[config.mk]
export PLATFORM = sky130hd
export DESIGN_NAME = dft_dump_collector
export DESIGN_NICKNAME = d
export VERILOG_FILES = /design/src/rtl/dft_dump_collector.sv
export SDC_FILE = /design/constraint.sdc
export NUM_CORES = 1
export LEC_CHECK = 0
export ABC_AREA = 1
export BUFFER_PORTS_ARGS = -buffer_cell sky130_fd_sc_hd__buf_4
export CORE_MARGIN = 8
export CORE_UTILIZATION = 35
export CTS_BUF_LIST = sky130_fd_sc_hd__clkbuf_2 sky130_fd_sc_hd__clkbuf_4 sky130_fd_sc_hd__clkbuf_8
export CTS_CLUSTER_DIAMETER = 80
export DETAILED_ROUTE_END_ITERATION = 12
export GPL_ROUTABILITY_DRIVEN = 0
export PLACE_DENSITY = 0.61
export RECOVER_POWER = 50
export SYNTH_ARGS = -nofsm -noshare
export SYNTH_HDL_FRONTEND = slang
export SYNTH_SLANG_ARGS = --single-unit
[constraint.sdc]
create_clock -name i_clk -period 6.7 [get_ports i_clk]
set_clock_uncertainty 0.1 [all_clocks]
set_input_delay 1.34 -clock i_clk [delete_from_list [all_inputs] [get_ports i_clk]]
set_output_delay 1.34 -clock i_clk [all_outputs]
set_load 0.03 [all_outputs]
[src/rtl/dft_dump_collector.sv]
// dft_dump_collector: requests one scan dump from the DFT controller and captures strobed words into a show-ahead FIFO.
// Optional CAPT watchdog with ERR state is compiled in by defining DFT_COLLECT_TIMEOUT_EN.
module dft_dump_collector #(
  parameter int DEPTH   = 8,
  parameter int TIMEOUT = 1024
) (
  input  logic        i_clk,
  input  logic        i_reset,
  input  logic        i_start,
  output logic        o_busy,
  output logic        o_dft_val_op,
  input  logic        i_dft_op_ack,
  input  logic [31:0] i_dft_out,
  input  logic        i_dft_out_strobe,
  input  logic        i_dft_op_commit,
  output logic        o_dft_commit_ack,
  output logic [31:0] o_rd_data,
  output logic        o_rd_valid,
  input  logic        i_rd_ready,
  input  logic        i_clear,
  output logic        o_overflow,
  output logic [15:0] o_word_cnt,
  output logic        o_timeout_err
);

  localparam int          AW       = $clog2(DEPTH);
  localparam logic [AW:0] FULL_CNT = (AW+1)'(DEPTH);
  localparam logic [AW:0] ONE_CNT  = (AW+1)'(1);

  if (DEPTH < 2 || DEPTH > 256 || (DEPTH & (DEPTH - 1)) != 0 || TIMEOUT < 1 || TIMEOUT > 65536) begin : g_bad_param
    $error("dft_dump_collector: illegal DEPTH or TIMEOUT");
  end

`ifdef DFT_COLLECT_TIMEOUT_EN
  typedef enum logic [2:0] {S_IDLE = 3'd0, S_REQ = 3'd1, S_CAPT = 3'd2, S_CACK = 3'd3, S_ERR = 3'd4} state_t;
`else
  typedef enum logic [2:0] {S_IDLE = 3'd0, S_REQ = 3'd1, S_CAPT = 3'd2, S_CACK = 3'd3} state_t;
`endif

  state_t r_state;
  state_t w_state_nxt;
  logic   w_start_acc;

  logic [31:0]   r_mem [DEPTH];
  logic [AW-1:0] r_wr_ptr;
  logic [AW-1:0] r_rd_ptr;
  logic [AW-1:0] w_rd_ptr_inc;
  logic [AW:0]   r_count;
  logic [31:0]   r_rd_data;
  logic [31:0]   w_rd_data_nxt;
  logic          w_empty;
  logic          w_full;
  logic          w_push;
  logic          w_pop;
  logic          r_overflow;
  logic [15:0]   r_word_cnt;

`ifdef DFT_COLLECT_TIMEOUT_EN
  logic [15:0] r_tmo_cnt;
  logic        w_tmo_hit;
  logic        r_timeout_err;

  assign w_tmo_hit = (r_tmo_cnt == 16'(TIMEOUT - 1));
`endif

  // ---------------- FSM ----------------
  always_ff @(posedge i_clk or negedge i_reset) begin
    if (!i_reset) begin
      r_state <= S_IDLE;
    end else begin
      r_state <= w_state_nxt;
    end
  end

  always_comb begin
    w_state_nxt = r_state;
    case (r_state)
      S_IDLE: if (i_start) w_state_nxt = S_REQ;
      S_REQ:  if (i_dft_op_ack) w_state_nxt = S_CAPT;
      S_CAPT: begin
        if (i_dft_op_commit) begin
          w_state_nxt = S_CACK;
`ifdef DFT_COLLECT_TIMEOUT_EN
        end else if (w_tmo_hit) begin
          w_state_nxt = S_ERR;
`endif
        end
      end
      S_CACK: w_state_nxt = S_IDLE;
`ifdef DFT_COLLECT_TIMEOUT_EN
      S_ERR:  if (i_start) w_state_nxt = S_REQ;
`endif
      default: w_state_nxt = S_IDLE;
    endcase
  end

  always_comb begin
    o_busy           = (r_state != S_IDLE);
    o_dft_val_op     = (r_state == S_REQ);
    o_dft_commit_ack = (r_state == S_CACK);
  end

`ifdef DFT_COLLECT_TIMEOUT_EN
  assign w_start_acc = i_start && (r_state == S_IDLE || r_state == S_ERR);
`else
  assign w_start_acc = i_start && (r_state == S_IDLE);
`endif

  // ---------------- Capture FIFO ----------------
  assign w_empty      = (r_count == '0);
  assign w_full       = (r_count == FULL_CNT);
  assign w_pop        = i_rd_ready & ~w_empty & ~i_clear;
  // A pop frees the slot in the same cycle, so a full FIFO still accepts the strobe.
  assign w_push       = i_dft_out_strobe & (~w_full | w_pop) & ~i_clear;
  assign w_rd_ptr_inc = r_rd_ptr + 1'b1;

  always_ff @(posedge i_clk) begin
    if (w_push) begin
      r_mem[r_wr_ptr] <= i_dft_out;
    end
  end

  always_ff @(posedge i_clk or negedge i_reset) begin
    if (!i_reset) begin
      r_wr_ptr <= '0;
      r_rd_ptr <= '0;
      r_count  <= '0;
    end else if (i_clear) begin
      r_wr_ptr <= '0;
      r_rd_ptr <= '0;
      r_count  <= '0;
    end else begin
      if (w_push) r_wr_ptr <= r_wr_ptr + 1'b1;
      if (w_pop)  r_rd_ptr <= w_rd_ptr_inc;
      case ({w_push, w_pop})
        2'b10:   r_count <= r_count + 1'b1;
        2'b01:   r_count <= r_count - 1'b1;
        default: r_count <= r_count;
      endcase
    end
  end

  // Registered head copy: keeps rd_data defined after reset and holds it while empty.
  always_comb begin
    w_rd_data_nxt = r_rd_data;
    if (w_pop) begin
      if (r_count > ONE_CNT) begin
        w_rd_data_nxt = r_mem[w_rd_ptr_inc];
      end else if (w_push) begin
        w_rd_data_nxt = i_dft_out;
      end
    end else if (w_push && w_empty) begin
      w_rd_data_nxt = i_dft_out;
    end
  end

  always_ff @(posedge i_clk or negedge i_reset) begin
    if (!i_reset) begin
      r_rd_data <= '0;
    end else begin
      r_rd_data <= w_rd_data_nxt;
    end
  end

  // ---------------- Status ----------------
  always_ff @(posedge i_clk or negedge i_reset) begin
    if (!i_reset) begin
      r_overflow <= 1'b0;
    end else if (i_clear) begin
      r_overflow <= 1'b0;
    end else if (i_dft_out_strobe && w_full && !w_pop) begin
      r_overflow <= 1'b1;
    end
  end

  always_ff @(posedge i_clk or negedge i_reset) begin
    if (!i_reset) begin
      r_word_cnt <= '0;
    end else if (w_start_acc) begin
      r_word_cnt <= '0;
    end else if (i_dft_out_strobe && r_word_cnt != 16'hFFFF) begin
      r_word_cnt <= r_word_cnt + 16'd1;
    end
  end

`ifdef DFT_COLLECT_TIMEOUT_EN
  always_ff @(posedge i_clk or negedge i_reset) begin
    if (!i_reset) begin
      r_tmo_cnt <= '0;
    end else if (r_state == S_CAPT) begin
      r_tmo_cnt <= r_tmo_cnt + 16'd1;
    end else begin
      r_tmo_cnt <= '0;
    end
  end

  always_ff @(posedge i_clk or negedge i_reset) begin
    if (!i_reset) begin
      r_timeout_err <= 1'b0;
    end else if (i_clear) begin
      r_timeout_err <= 1'b0;
    end else if (r_state == S_CAPT && !i_dft_op_commit && w_tmo_hit) begin
      r_timeout_err <= 1'b1;
    end
  end

  assign o_timeout_err = r_timeout_err;
`else
  assign o_timeout_err = 1'b0;
`endif

  assign o_rd_data  = r_rd_data;
  assign o_rd_valid = ~w_empty;
  assign o_overflow = r_overflow;
  assign o_word_cnt = r_word_cnt;

endmodule
==> results of run 1 <==
kinds of logic after synthesis:
group           after synthesis  share of synthesized area
simple gates                829                     0.2448
flops                       317                     0.6406
buf+inv                     301                    0.08699
compound gates               31                    0.01253
xor+xnor                     10                   0.006090
fa+ha+maj                    10                   0.008699
other cells                   1                  0.0002607
critical path: stages (launching register included):
cell     delay (ps)
dfrtp_1        1840
ha_2            590
inv_2           430
buf_4           550
nand3_1         150
nand3_1          90
nand3_1          90
nand2_1          90
nand2_1          50
nand2_1          80
cell type report:
cell class / count / area [sq um] / share of cell area
clock buffer: 72 / 878.3 / 0.05347
timing repair buffer: 104 / 653.1 / 0.03976
inverter: 232 / 873.3 / 0.05316
sequential: 317 / 9214 / 0.5609
clock inverter: 26 / 188.9 / 0.01150
multi-input combinational: 881 / 3953 / 0.2406
antenna: 1 / 2.502 / 0.0001523
tap: 532 / 665.6 / 0.04052
power groups by stage:
stage	Combinational, mW	Sequential, mW	Clock [mW]
after floorplan	0.457	2.50	0
after global placement	0.914	2.38	0
after detailed placement	0.927	2.38	0
after CTS	0.930	2.34	1.79
after global routing	0.996	2.35	1.86
final	0.898	2.34	1.73
worst paths after layout:
| path | to | cells after the start |
|---|---|---|
| min | o_rd_data[15] | 2 |
| max | o_rd_data[1] | 9 |
| min in group asynchronous | o_word_cnt[9] | 1 |
| max in group asynchronous | o_rd_data[16] | 2 |
| max reg2reg | o_rd_data[1] | 9 |
| min reg2reg | o_rd_data[15] | 2 |
cells in the mapped netlist (all sizes together):
cell / number
xor2: 7
o21ai: 22
nor2: 28
a21oi: 4
xnor2: 3
ha: 10
o21bai: 3
conb: 1
dfrtp: 61
or2: 1
a31oi: 1
nand3: 222
nand2: 557
o22ai: 1
nand4: 17
nor3: 4
buf: 54
edfxtp: 256
clkbuf: 15
inv: 232
registers in the layout, indices dropped and copies added, names as in the netlist:
name,count
r_mem,256
o_rd_data,32
o_word_cnt,16
r_count,4
r_rd_ptr,3
r_wr_ptr,3
r_state,2
o_overflow,1
metal layers:
metal  share of wire  vias up
met3           0.072       67
met4           0.021        2
met5         0.00037        -
met1            0.43     4744
met2            0.47      293
li1                -     4997
per-stage QoR:
stage	cells	utilization	hold slack, ps
after CTS	2164	0.4075	384.2
final	2165	0.4033	376.3
after detailed placement	2066	0.3813	368.7
after floorplan	1499	-	384.3
after global routing	2164	0.4032	404.8
after global placement	2066	0.3813	367.8
==> results.cfg, run 1 <==
[run_status]
run_status = finished with violations
violations = max-capacitance violations, max-slew violations

[clocking]
cts-root-buf = clkbuf_8
cts-buffers-inserted = 54
clockBufferDepth = 3
cts_hold_buf = 0
clock_latency_ps = 610
cts.clk_slew.worst_paths_ps = 60
ctsResizeCount = 0
cts_num_sinks = 317
cts.htree.levels = 2
post_cts.repair.setup_buffers = 0
tritoncts = built

[synth]
synth_top_cell_by_area = edfxtp_1
yosysWarnings = 0
synthTopCellsByArea = edfxtp_1 (53%), nand2_1 (14%), dfrtp_1 (11%), nand3_1 (7.7%), inv_1 (6.0%)
syn_inst = 1499
avgSynthCellArea_sq_um = 9.595
seq_area_frac_synth = 0.6406
ys_ff_latch = 317
synth_top_area_share = 0.5345
netlist_area_sq_um = 14380
synth_nets = 1549
ys_types = 34

[timing]
min_period_ps = 4168
period_share = 0.6222
relSlewSlack = -0.4848
drv_slew = 63
worst_pin_slew_ps = 2227
setup_tns_ps = 0
hold_viol_final = 0
timing.final.ws_setup_ps = 2532
fmax_mhz = 239.9
rsz0062_at_grt = no
finalSetupViolCount = 0

[route]
drtIter0Drc = 687
drcViolationCount = 0
ant_nets = 0
post_drt_via_cell_ratio = 4.667
dr.pass1.iters = 4
drt-total-wl_microns = 34930
vias = 10100
wl_per_cell_microns = 16.13

[grt]
grt.total_usage = 0.1463
antenna_found_initial = 2
grt_pass1_wl_microns = 55670
use_met1 = 0.1890
grt_overflow_total = 0
grt_util_met2 = 0.2399
grt_max_degree = 72
top_usage_layer = met2
grt_use_met3 = 0.03512
grt_pass1_vias = 10250

[worst_setup_path]
timing_worst_setup_path_type = register to register
startpoint = r_rd_ptr[0]
critPathCaptureType = register
crit_required_ps = 7130
rr_startpoint = r_rd_ptr[0]
crit_path_max_fanout = 62
cp_data_arrival_time_ps = 4600
r2r_slack_ps = 2530
start_kind = register

[die]
rows = 74
start_util = 0.3530
fp.dieArea_sq_um = 47840
pin_count = 94
die_x_microns = 218.7
core_area_sq_um = 40740
die_y_microns = 218.7

[final_layout]
design_area_sq_um = 16430
fill_cells = 3985
areaGrowthSynthToFinish_pct = 14.22
final_common_cell = nand2_1
nets = 1640
drive_gt1_frac = 0.1109
layout_common_cells = nand2_1 (555), edfxtp_1 (256), inv_1 (226)

[place]
hpwl_microns = 19850
dpl_worst_slack_ps = 2475
place_area_sq_um = 15530
portBuffers = 92

[pwr]
p_switching_mw = 1.483
vdd_ir_drop_max_uv = 226.6
power_frac_clock = 0.349
power_frac_comb = 0.181
power_leakage_nw = 7.256
finalPower_mw = 4.970
p_int_mw = 3.487
p_sw_frac = 0.2983
p_per_area_nw_per_um2 = 302.5
seqPwrFrac = 0.471

[hold_path]
worstHoldStart = o_rd_data[15]
hp-class = register to register

[run]
maxCapViolations = 1
Note: power is estimated with default switching activity, not from simulation.
==> run 2: changes to the inputs <==
==> constraint.sdc (replaced) <==
create_clock -name i_clk -period 4.16 [get_ports i_clk]
set_clock_uncertainty 0.1 [all_clocks]
set_input_delay 0.832 -clock i_clk [delete_from_list [all_inputs] [get_ports i_clk]]
set_output_delay 0.832 -clock i_clk [all_outputs]
set_load 0.03 [all_outputs]
==> results.cfg, run 2 (synthesized netlist as in run 1, its figures left out) <==
[run_status]
run_status = finished with violations
violations = max-capacitance violations, max-slew violations

[die]
start_util = 0.3530
fp.dieArea_sq_um = 47840
core_area_sq_um = 40740
pin_count = 94
die_y_microns = 218.7
die_x_microns = 218.7
rows = 74

[clocking]
cts_num_sinks = 317
cts.htree.levels = 2
tritoncts = built
ctsResizeCount = 0
clock_latency_ps = 620
post_cts.repair.setup_buffers = 0
cts_hold_buf = 0
clockBufferDepth = 3
cts-root-buf = clkbuf_8
cts-buffers-inserted = 54
cts.clk_slew.worst_paths_ps = 60

[worst_setup_path]
crit_path_max_fanout = 14
critPathCaptureType = register
rr_startpoint = r_count[0]
cp_data_arrival_time_ps = 3540
start_kind = register
crit_required_ps = 4370
startpoint = r_count[0]
timing_worst_setup_path_type = register to register

[route]
drcViolationCount = 0
drtIter0Drc = 674
drt-total-wl_microns = 35120
ant_nets = 0
dr.pass1.iters = 5
vias = 10160
wl_per_cell_microns = 16.14
post_drt_via_cell_ratio = 4.668

[final_layout]
nets = 1650
final_common_cell = nand2_1
instances_no_fill = 2176
largest_reg_flops = 256
top_register = r_mem
utilization = 0.4064
fill_cells = 3992
multiInputGateArea_sq_um = 3953
design_area_sq_um = 16560
layout_common_cells = nand2_1 (556), edfxtp_1 (256), inv_1 (227)
areaGrowthSynthToFinish_pct = 15.12
diodes = 0
regArea_sq_um = 9218
drive_gt1_frac = 0.1150

[hold_path]
hp-class = input pin to register
worstHoldStart = i_clear

[pwr]
power_frac_clock = 0.359
p_per_area_nw_per_um2 = 486.8
finalPower_mw = 8.061
p_switching_mw = 2.390
vdd_ir_drop_max_uv = 242.3
power_leakage_nw = 7.319
p_int_mw = 5.670
seqPwrFrac = 0.464
power_frac_comb = 0.177
p_sw_frac = 0.2966

[run]
maxCapViolations = 1

[place]
portBuffers = 92
place_area_sq_um = 15620
hpwl_microns = 20060
place_inst = 2076

[grt]
grt.total_usage = 0.1477
grt_max_degree = 107
grt_pass1_vias = 10380
grt_pass1_wl_microns = 56220
antenna_found_initial = 1
grt_overflow_total = 0

[timing]
whs_ps = 286.9
worst_pin_slew_ps = 1788
fmax_mhz = 300.8
rsz0062_at_grt = no
min_period_ps = 3324
relSlewSlack = -0.1920
drv_slew = 62
finalSetupViolCount = 0
hold_viol_final = 0
period_share = 0.7991
==> run 2: cell types whose count changed in the layout (fill, tap and decap cells not counted), sizes merged <==
cell      change
clkinvlp      +2
buf           +6
clkinv        -3
diode         -1
clkbuf        +7
==> run 2: through the flow <==
stage	setup TNS (ps)	setup slack, ps
after global placement	0	1127
after CTS	0	1157
after global routing	0	625.3
after floorplan	-8150	-63.77
after detailed placement	0	1075
final	0	835.6
==> run 2: power groups by stage <==
stage | combinational, mW | clock, mW | sequential, mW
after floorplan | 0.736 | 0 | 4.03
after global placement | 1.47 | 0 | 3.80
after detailed placement | 1.49 | 0 | 3.80
after CTS | 1.50 | 2.98 | 3.74
after global routing | 1.60 | 3.12 | 3.76
final | 1.43 | 2.89 | 3.74
==> run 2: final cells by class <==
cell class / instances / area share
repair buffers: 114 / 0.04368
well taps: 532 / 0.04020
clock buffers: 75 / 0.05592
inverters: 232 / 0.05275
clock inverters: 25 / 0.01202
flip-flops and latches: 317 / 0.5567
multi-input cells: 881 / 0.2387
==> run 2: path summary, 6_finish.rpt <==
kind	endpoint	slack [ps]	cells after the start
max	r_mem[6][10]	840	8
min	o_overflow	290	2
max reg2reg	r_mem[6][10]	840	8
min reg2reg	o_rd_data[17]	380	2
max in group asynchronous	r_rd_ptr[0]	2070	1
min in group asynchronous	o_word_cnt[1]	590	1
==> run 2: routing by layer <==
layer / share of wire / wire length, microns / global-route usage
met4: 0.017 / 597 / 0.04337
met2: 0.47 / 16660 / 0.2434
met5: 0.00028 / 10 / 0
met1: 0.43 / 15270 / 0.1903
met3: 0.073 / 2577 / 0.03747
==> run 2: critical path: stages, from the launching register on <==
cell,delay (ps)
dfrtp_1,410
inv_1,120
ha_1,300
nand2_1,240
nand3_1,300
nand3_1,250
nand4_1,420
nor2_4,570
buf_4,310
